[src/rtl/universal_shift_reg.sv]
// universal_shift_reg: N-bit universal shift register; multi-bit shift/rotate ops run one bit per cycle
// under a start/busy/done handshake, with every output registered.
module universal_shift_reg #(
    parameter int N     = 8,
    parameter int CNT_W = $clog2(N + 1)
) (
    input  logic             clk,
    input  logic             rst_n,
    input  logic             start,
    input  logic [2:0]       op,
    input  logic [CNT_W-1:0] amount,
    input  logic [N-1:0]     parallel_in,
    input  logic             ser_in,
    output logic [N-1:0]     parallel_out,
    output logic             ser_out,
    output logic             busy,
    output logic             done
);
    typedef enum logic {IDLE, SHIFT} state_t;
    localparam logic [2:0] LOAD = 3'd1, SHL = 3'd2, SHR = 3'd3, SAR = 3'd4, ROL = 3'd5, ROR = 3'd6;
    localparam logic [CNT_W-1:0] N_C = CNT_W'(N);
    state_t           state;
    logic [2:0]       op_q;
    logic [CNT_W-1:0] cnt, eff;
    logic [N-1:0]     r_reg, r_next;
    logic             so_next, shift_op;
    assign parallel_out = r_reg;
    assign eff          = amount > N_C ? N_C : amount;
    assign shift_op     = op >= SHL && op <= ROR;
    // One step of the latched operation; only meaningful in SHIFT.
    always_comb begin
        r_next  = r_reg;
        so_next = ser_out;
        case (op_q)
            SHL: begin r_next = {r_reg[N-2:0], ser_in};    so_next = r_reg[N-1]; end
            SHR: begin r_next = {ser_in, r_reg[N-1:1]};    so_next = r_reg[0];   end
            SAR: begin r_next = {r_reg[N-1], r_reg[N-1:1]}; so_next = r_reg[0];  end
            ROL: begin r_next = {r_reg[N-2:0], r_reg[N-1]}; so_next = r_reg[N-1]; end
            ROR: begin r_next = {r_reg[0], r_reg[N-1:1]};  so_next = r_reg[0];   end
            default: ;
        endcase
    end
    always_ff @(posedge clk or negedge rst_n) begin
        if (!rst_n) begin
            state   <= IDLE;
            op_q    <= 3'd0;
            cnt     <= '0;
            r_reg   <= '0;
            ser_out <= 1'b0;
            busy    <= 1'b0;
            done    <= 1'b0;
        end else if (state == IDLE) begin
            done <= 1'b0;
            if (start) begin
                if (op == LOAD)
                    r_reg <= parallel_in;
                if (shift_op && eff != '0) begin
                    state <= SHIFT;
                    op_q  <= op;
                    cnt   <= eff;
                    busy  <= 1'b1;
                end else begin
                    done <= 1'b1;
                end
            end
        end else begin
            r_reg   <= r_next;
            ser_out <= so_next;
            cnt     <= cnt - CNT_W'(1);
            if (cnt == CNT_W'(1)) begin
                state <= IDLE;
                busy  <= 1'b0;
                done  <= 1'b1;
            end
        end
    end
endmodule

[config.mk]
export PLATFORM = sky130hd
export DESIGN_NAME = universal_shift_reg
export DESIGN_NICKNAME = d
export VERILOG_FILES = /design/src/rtl/universal_shift_reg.sv
export SDC_FILE = /design/constraint.sdc
export NUM_CORES = 1
export LEC_CHECK = 0
export ABC_AREA = 1
export ABC_CLOCK_PERIOD_IN_PS = 2300
export BUFFER_PORTS_ARGS = -buffer_cell sky130_fd_sc_hd__buf_2
export CELL_PAD_IN_SITES_DETAIL_PLACEMENT = 1
export CELL_PAD_IN_SITES_GLOBAL_PLACEMENT = 2
export CORE_MARGIN = 2
export CORE_UTILIZATION = 26
export CTS_CLUSTER_DIAMETER = 200
export DETAILED_ROUTE_END_ITERATION = 10
export GPL_TIMING_DRIVEN = 0
export PLACE_DENSITY_LB_ADDON = 0.08
export SYNTH_ARGS = -nofsm -noshare
export SYNTH_HDL_FRONTEND = slang
export SYNTH_SLANG_ARGS = --single-unit
[constraint.sdc]
create_clock -name clk -period 2.3 [get_ports clk]
set_input_delay 0.23 -clock clk [delete_from_list [all_inputs] [get_ports clk]]
set_output_delay 0.23 -clock clk [all_outputs]
set_load 0.03 [all_outputs]
==> Word-level counts from Yosys, hierarchy flattened <==
Index checks and enable logic that the tools add are counted.
{ "totals": {"regBits": 19, "inputBits": 19, "output_inout_bits": 11, "elab_cells": 60} }
{ "classes": {"addsub": 1, "n_lt_le_gt_ge": 3, "n_eq_ne": 11, "mux": 21, "bitwise_logic": 1, "n_reduce_logical": 15} }
{ "op_table": {"columns": ["op", "count"], "rows": [
  ["$pmux 8 s5", 1],
  ["$mux 8", 3],
  ["$mux 4", 4],
  ["$mux 1", 12],
  ["$eq 3x3->1 const B", 3],
  ["$reduce_and 3->1", 3],
  ["$reduce_bool 2->1", 4],
  ["$eq 3x2->1 const B", 2],
  ["$ne 6x1->1 const B", 1],
  ["$ne 5x1->1 const B", 1],
  ["$eq 4x1->1 const B", 1],
  ["$gt 4x4->1 const B", 1],
  ["$reduce_and 2->1", 2],
  ["$reduce_and 4->1", 1],
  ["$reduce_bool 4->1", 1],
  ["$sub 4x1->4 const B", 1],
  ["$eq 3x1->1 const B", 1],
  ["$ge 3x2->1 const B", 1],
  ["$le 3x3->1 const B", 1],
  ["$reduce_or 3->1", 1],
  ["$logic_and 1x1->1", 2],
  ["$ne 2x1->1 const B", 1],
  ["$ne 2x2->1 const B", 1],
  ["$pmux 1 s2", 1],
  ["other kinds (2)", 2]
]} }

==> Depth between registers and ports, before layout <==
{ "depth": {"ltp_word": 7, "depth_mapped": 9, "depth_no_buf": 8} }

==> Worst setup path after synthesis <==
Ideal clock, no wire load.
{ "synth_path": {"path_kind": "register to register", "start": "register op_q[2]", "end": "register r_reg[7], in the netlist parallel_out[7]", "setup_time_ps": 118, "t_arrival_ps": 1034, "required_time_ps": 2182, "path_slack_ps": 1148, "path_stages_with_launch": 9, "n_path_buf": 2, "synth_period_minus_slack_ps": 1152, "cell_sequence": "dfrtp_1 > buf_2 > inv_2 > nand3_2 > buf_6 > nand3_1 > nand4_1 > nand3_1 > nand2_1"} }
{ "synth_between": {"elab_chain_len": 3, "word_cells_on_any_way": 10, "classes_between": "eq/ne (7); mux (2); reduce/logical (1)"} }
{ "synth_rtl": {"columns": ["element", "line", "source"], "rows": [
  ["start: declaration", "23", "logic [2:0] op_q;"],
  ["start signal: assignment", "59", "op_q <= op;"],
  ["$eq 3x3->1 or $eq 3x2->1 (tied branches)", "34", "case (op_q)"],
  ["$ne 5x1->1 (no line) (tied with other cells)", null, null],
  ["$reduce_and 4->1 (no line) or $mux 8 (tied branches)", null, null],
  ["end signal: assignment", "56", "r_reg <= parallel_in;"],
  ["end signal: assignment", "67", "r_reg <= r_next;"],
  ["end: declaration", "25", "logic [N-1:0] r_reg, r_next;"]
]} }
Parallel ways exist; a longest one is shown, timed or not.
A chain may end at the register's enable or synchronous reset.

==> Worst setup path after layout <==
{ "layout_path": {"start": "register op_q[1]", "end": "register r_reg[2], in the netlist parallel_out[2]"} }
{ "layout_between": {"elab_chain_len": 3, "word_cells_on_any_way": 9, "classes_between": "eq/ne (6); mux (2); reduce/logical (1)"} }
{ "layout_rtl": {"columns": ["element", "line"], "rows": [
  ["$eq 3x3->1 or $eq 3x2->1 (tied branches)", "34"],
  ["$ne 6x1->1 (no line) or $pmux 8 s5 (tied branches)", null],
  ["$reduce_and 3->1 (no line) or $mux 8 (tied branches)", null]
]} }
Parallel ways exist; a longest one is shown, timed or not.

==> summary.md <==
| Metric | Value |
|---|---|
| Outcome | complete, no violations |
| Power, Total | 2380 µW |
| CTS H-tree depth | 1 |
| Post-synth EDFFs | 0 |
| Post-Syn Nets | between 150 and 200 |
| Worst stage delay on the critical path | between 300 and 400 ps |
| Clk pwr share | 10.0% |
| DRC Markers | 0 |
| Total GRT Usage | 15.8% |
| Setup WS post-layout | between 900 and 1000 ps |
| Layout Nets | 229 |
| VDD IR max | ~0.00044 V |
| Area grow syn2layout | 22.5% |
| R2R cell count | 8 |
| Sink Count | 19 |
| Crit share post-route | 58.4% |
| Die Height | ~74 µm |
| Reg-to-reg setup timing slack | about 960 ps |
| Yosys warns | 0 |
| RR Startpoint | op_q[1]$_DFFE_PN0P_ |
| Switching share of power | 52.1% |
| FF-to-FF End | parallel_out[2]$_DFFE_PN0P_ |
| Hold_sp | start |
| Top_reg_cell synth | dfrtp_1 |
| Worst Hold Endpoint | done$_DFFE_PN0P_ |
| Max Fclk | 745 MHz |
| Die Wd | roughly 74 µm |
| Crit-path max FO | 10 |
| Max Buffers Root-to-Sink | 2 |
| Rows | 25 |
| Top cell type's share of synthesized area | 37.5% |
| Hold path cells | 3 |
| CP Class | reg2reg |
| Pleak | 0.000806 µW |
| Syn avg cell area | 7.33 µm² |
| Synth area leaders | dfrtp_1, nand3_1, nand2_1 |
| Synthesized cell area | between 1000 and 1500 µm² |
| Max Slew Vio Count | 0 |
| First-pass DRT Iterations | 4 |
| Worst Path Buf+Inv | 2 |
| Worst skew pair latency | 260 ps |
| Routed via count | 1255 |
| Antenna violations before repair | 0 |
| Gpl congestion | 0.792 |
| Worst-path clk slew | 80 ps |
| Class of the worst hold path | in2reg |
| Post-CTS setup buffers | 0 |
| Final wirelength | 3.78 mm |
| Vias in the first global route | 1359 |
| Synth cell count leaders | nand3_1, nand2_1, dfrtp_1 |
| Largest net degree at the start of global routing | 20 |
| # setup viols final | 0 |
| Total gr overflow | 0 |
| Post-synthesis sequential area ratio | ~37% |
| Starting Density | 26.9% |
| CP endpoint kind | flip-flop |
| Layout cell share with drive strength beyond 1 | a little under a third |
| Library cells used by synthesis | 20 |
| Core area | roughly 4700 µm² |
| TritonCTS Buffers | 3 |
| Final Instance Area | 1550 µm² |
| First-pass GRT wire length | around 6.6 mm |
| Max stage delay cell, worst path | dfrtp_1 |
| MaxCap Viol Count | 0 |
| FFs w/ async S/R, synth | 100% |
| RSZ-0062 raised after global routing | no |
| PD cells | 1530 nW/µm² |
| Number of port buffers | 29 |
| Final hold violations | 0 |
| Avg Vias per Cell | 4.58 |
| Routed len/inst | 13.8 µm |
| Clk_skew | 6.52 ps |
| Count leader, synth | nand3_1 |
| TritonCTS clock tree | yes |
| 1st-iter DRT viols | 56 |
| CP top delay family | simple AND/OR/NAND/NOR gates |
| Post-Synthesis Cells | approximately 170 |
| Internal Power | 1140 µW |
| Seq cells post-synth | 19 |
| Post-cts resize count | 0 |
| Critical path, cell by cell | buf_2, inv_1, nand2_1, nand3_2, nand2_4, nand2_4, nand3_1, nand2_1 |
| DP Area | 1500 µm² |
| P_sw | 1240 µW |
| Logic pwr share | 61.9% |
| Slew headroom | 70.3% |
| DP Worst Slack | 958 ps |
| Top-Level Pins | 30 |
| Part of the power in registers | 28.1% |
| DP HPWL | around 2.8 mm |
| CTS Root Cell | clkbuf_8 |
| Startpoint types | flip-flop |
| Synth area leader | dfrtp_1 |
| Min cycle time layout | 1340 ps |
| Diodes inserted | 0 |
| Final ANT Viol Nets | 0 |
| WP data arrival | 1480 ps |
| Crit path required time | 2440 ps |
| Setup tns final | 0 ps |
| Die ar. | between 5000 and 6000 µm² |
| Least-Margin Pin Slew | 446 ps |
-- worst min-delay path, cell delays in order --
cell and delay (ps):
buf_2 120, nand2_1 70, a21oi_1 60
-- registers in the layout, indices dropped and copies added, names as in the netlist --
| register | cells |
|---|---|
| state | 1 |
| cnt | 4 |
| busy | 1 |
| ser_out | 1 |
| parallel_out | 8 |
| done | 1 |
| op_q | 3 |
-- area by class of cell --
class                   instances  area (µm²)
plain buffers                   8        61.3
clock inverters                 1        5.00
inverters                      14        52.6
multi-input cells             132         679
clock buffers                   3        41.3
repair buffers                 30         155
flip-flops and latches         19         475
well taps                      67        83.8
fillers                       594        3170
-- cell usage in the layout (no fill, tap or decap) --
cell type / synthesis / final
buf_4: 1 / 1
nand3_1: 43 / 43
buf_2: 4 / 33
nand4_2: 1 / 1
buf_6: 3 / 3
dfrtp_1: 19 / 19
nor2_2: 1 / 1
inv_1: 11 / 11
nand4_1: 6 / 6
nor2_1: 10 / 10
nand2_1: 40 / 40
o21ai_0: 6 / 6
ha_1: 2 / 2
clkbuf_8: 0 / 3
dlygate4sd3_1: 0 / 1
clkinv_2: 0 / 1
nand2_2: 3 / 3
a21oi_2: 1 / 1
a21oi_1: 6 / 6
nand2_4: 3 / 3
or2_2: 7 / 7
nand3_2: 3 / 3
inv_2: 3 / 3
-- logic make-up after synthesis --
kind of cell	count (synthesis)	share of synthesized area [%]
flops	19	37.5
fa+ha+maj	2	1.97
buf+inv	22	8.97
compound gates	13	5.42
simple gates	117	46.2
-- power by group through the flow --
| stage | Clock, µW | Sequential, µW | Combinational [µW] |
|---|---|---|---|
| 3_3_place_gp | 0 | 671 | 1450 |
| 5_1_grt | 269 | 703 | 1670 |
| 6_report | 238 | 669 | 1470 |
| 3_5_place_dp | 0 | 682 | 1490 |
| 4_1_cts | 251 | 675 | 1500 |
| 2_1_floorplan | 0 | 824 | 922 |
-- stage by stage --
stage,hold WS (ps),utilization (%),std cells
floorplan,-65.6,-,173
CTS,234,32.9,274
finish,245,32.9,274
detailed placement,213,31.7,269
global placement,216,31.7,269
global route,257,32.9,274
-- worst max path at each step --
stage / start / to / slack [ps] / depth (start not counted)
final: op_q[1]$_DFFE_PN0P_ / parallel_out[2]$_DFFE_PN0P_ / 960 / 8
after global routing: op_q[1]$_DFFE_PN0P_ / parallel_out[3]$_DFFE_PN0P_ / 860 / 8
after CTS: op_q[1]$_DFFE_PN0P_ / parallel_out[2]$_DFFE_PN0P_ / 930 / 8
after detailed placement: op_q[1]$_DFFE_PN0P_ / parallel_out[2]$_DFFE_PN0P_ / 960 / 8
after global placement: op_q[1]$_DFFE_PN0P_ / parallel_out[4]$_DFFE_PN0P_ / 1000 / 8
after floorplan: op_q[2]$_DFFE_PN0P_ / parallel_out[7]$_DFFE_PN0P_ / 1150 / 8
-- metal layers --
| metal | wire, µm | global-route usage, % | vias to the layer above | part of all wire [%] |
|---|---|---|---|---|
| met5 | 0 | 0 | - | 0 |
| met4 | 0 | 3.03 | 0 | 0 |
| met3 | 129 | 2.88 | 0 | 3.4 |
| met2 | 1800 | 26.5 | 22 | 48 |
| met1 | 1850 | 21.3 | 590 | 49 |
| li1 | - | - | 643 | - |
-- repair_timing --
action,4_1_cts,5_1_grt
setup endpoints to repair,0,0
endpoints found under the hold margin,19,0
hold buffers,1,0
No activity file was read; power rests on OpenSTA's default activity.
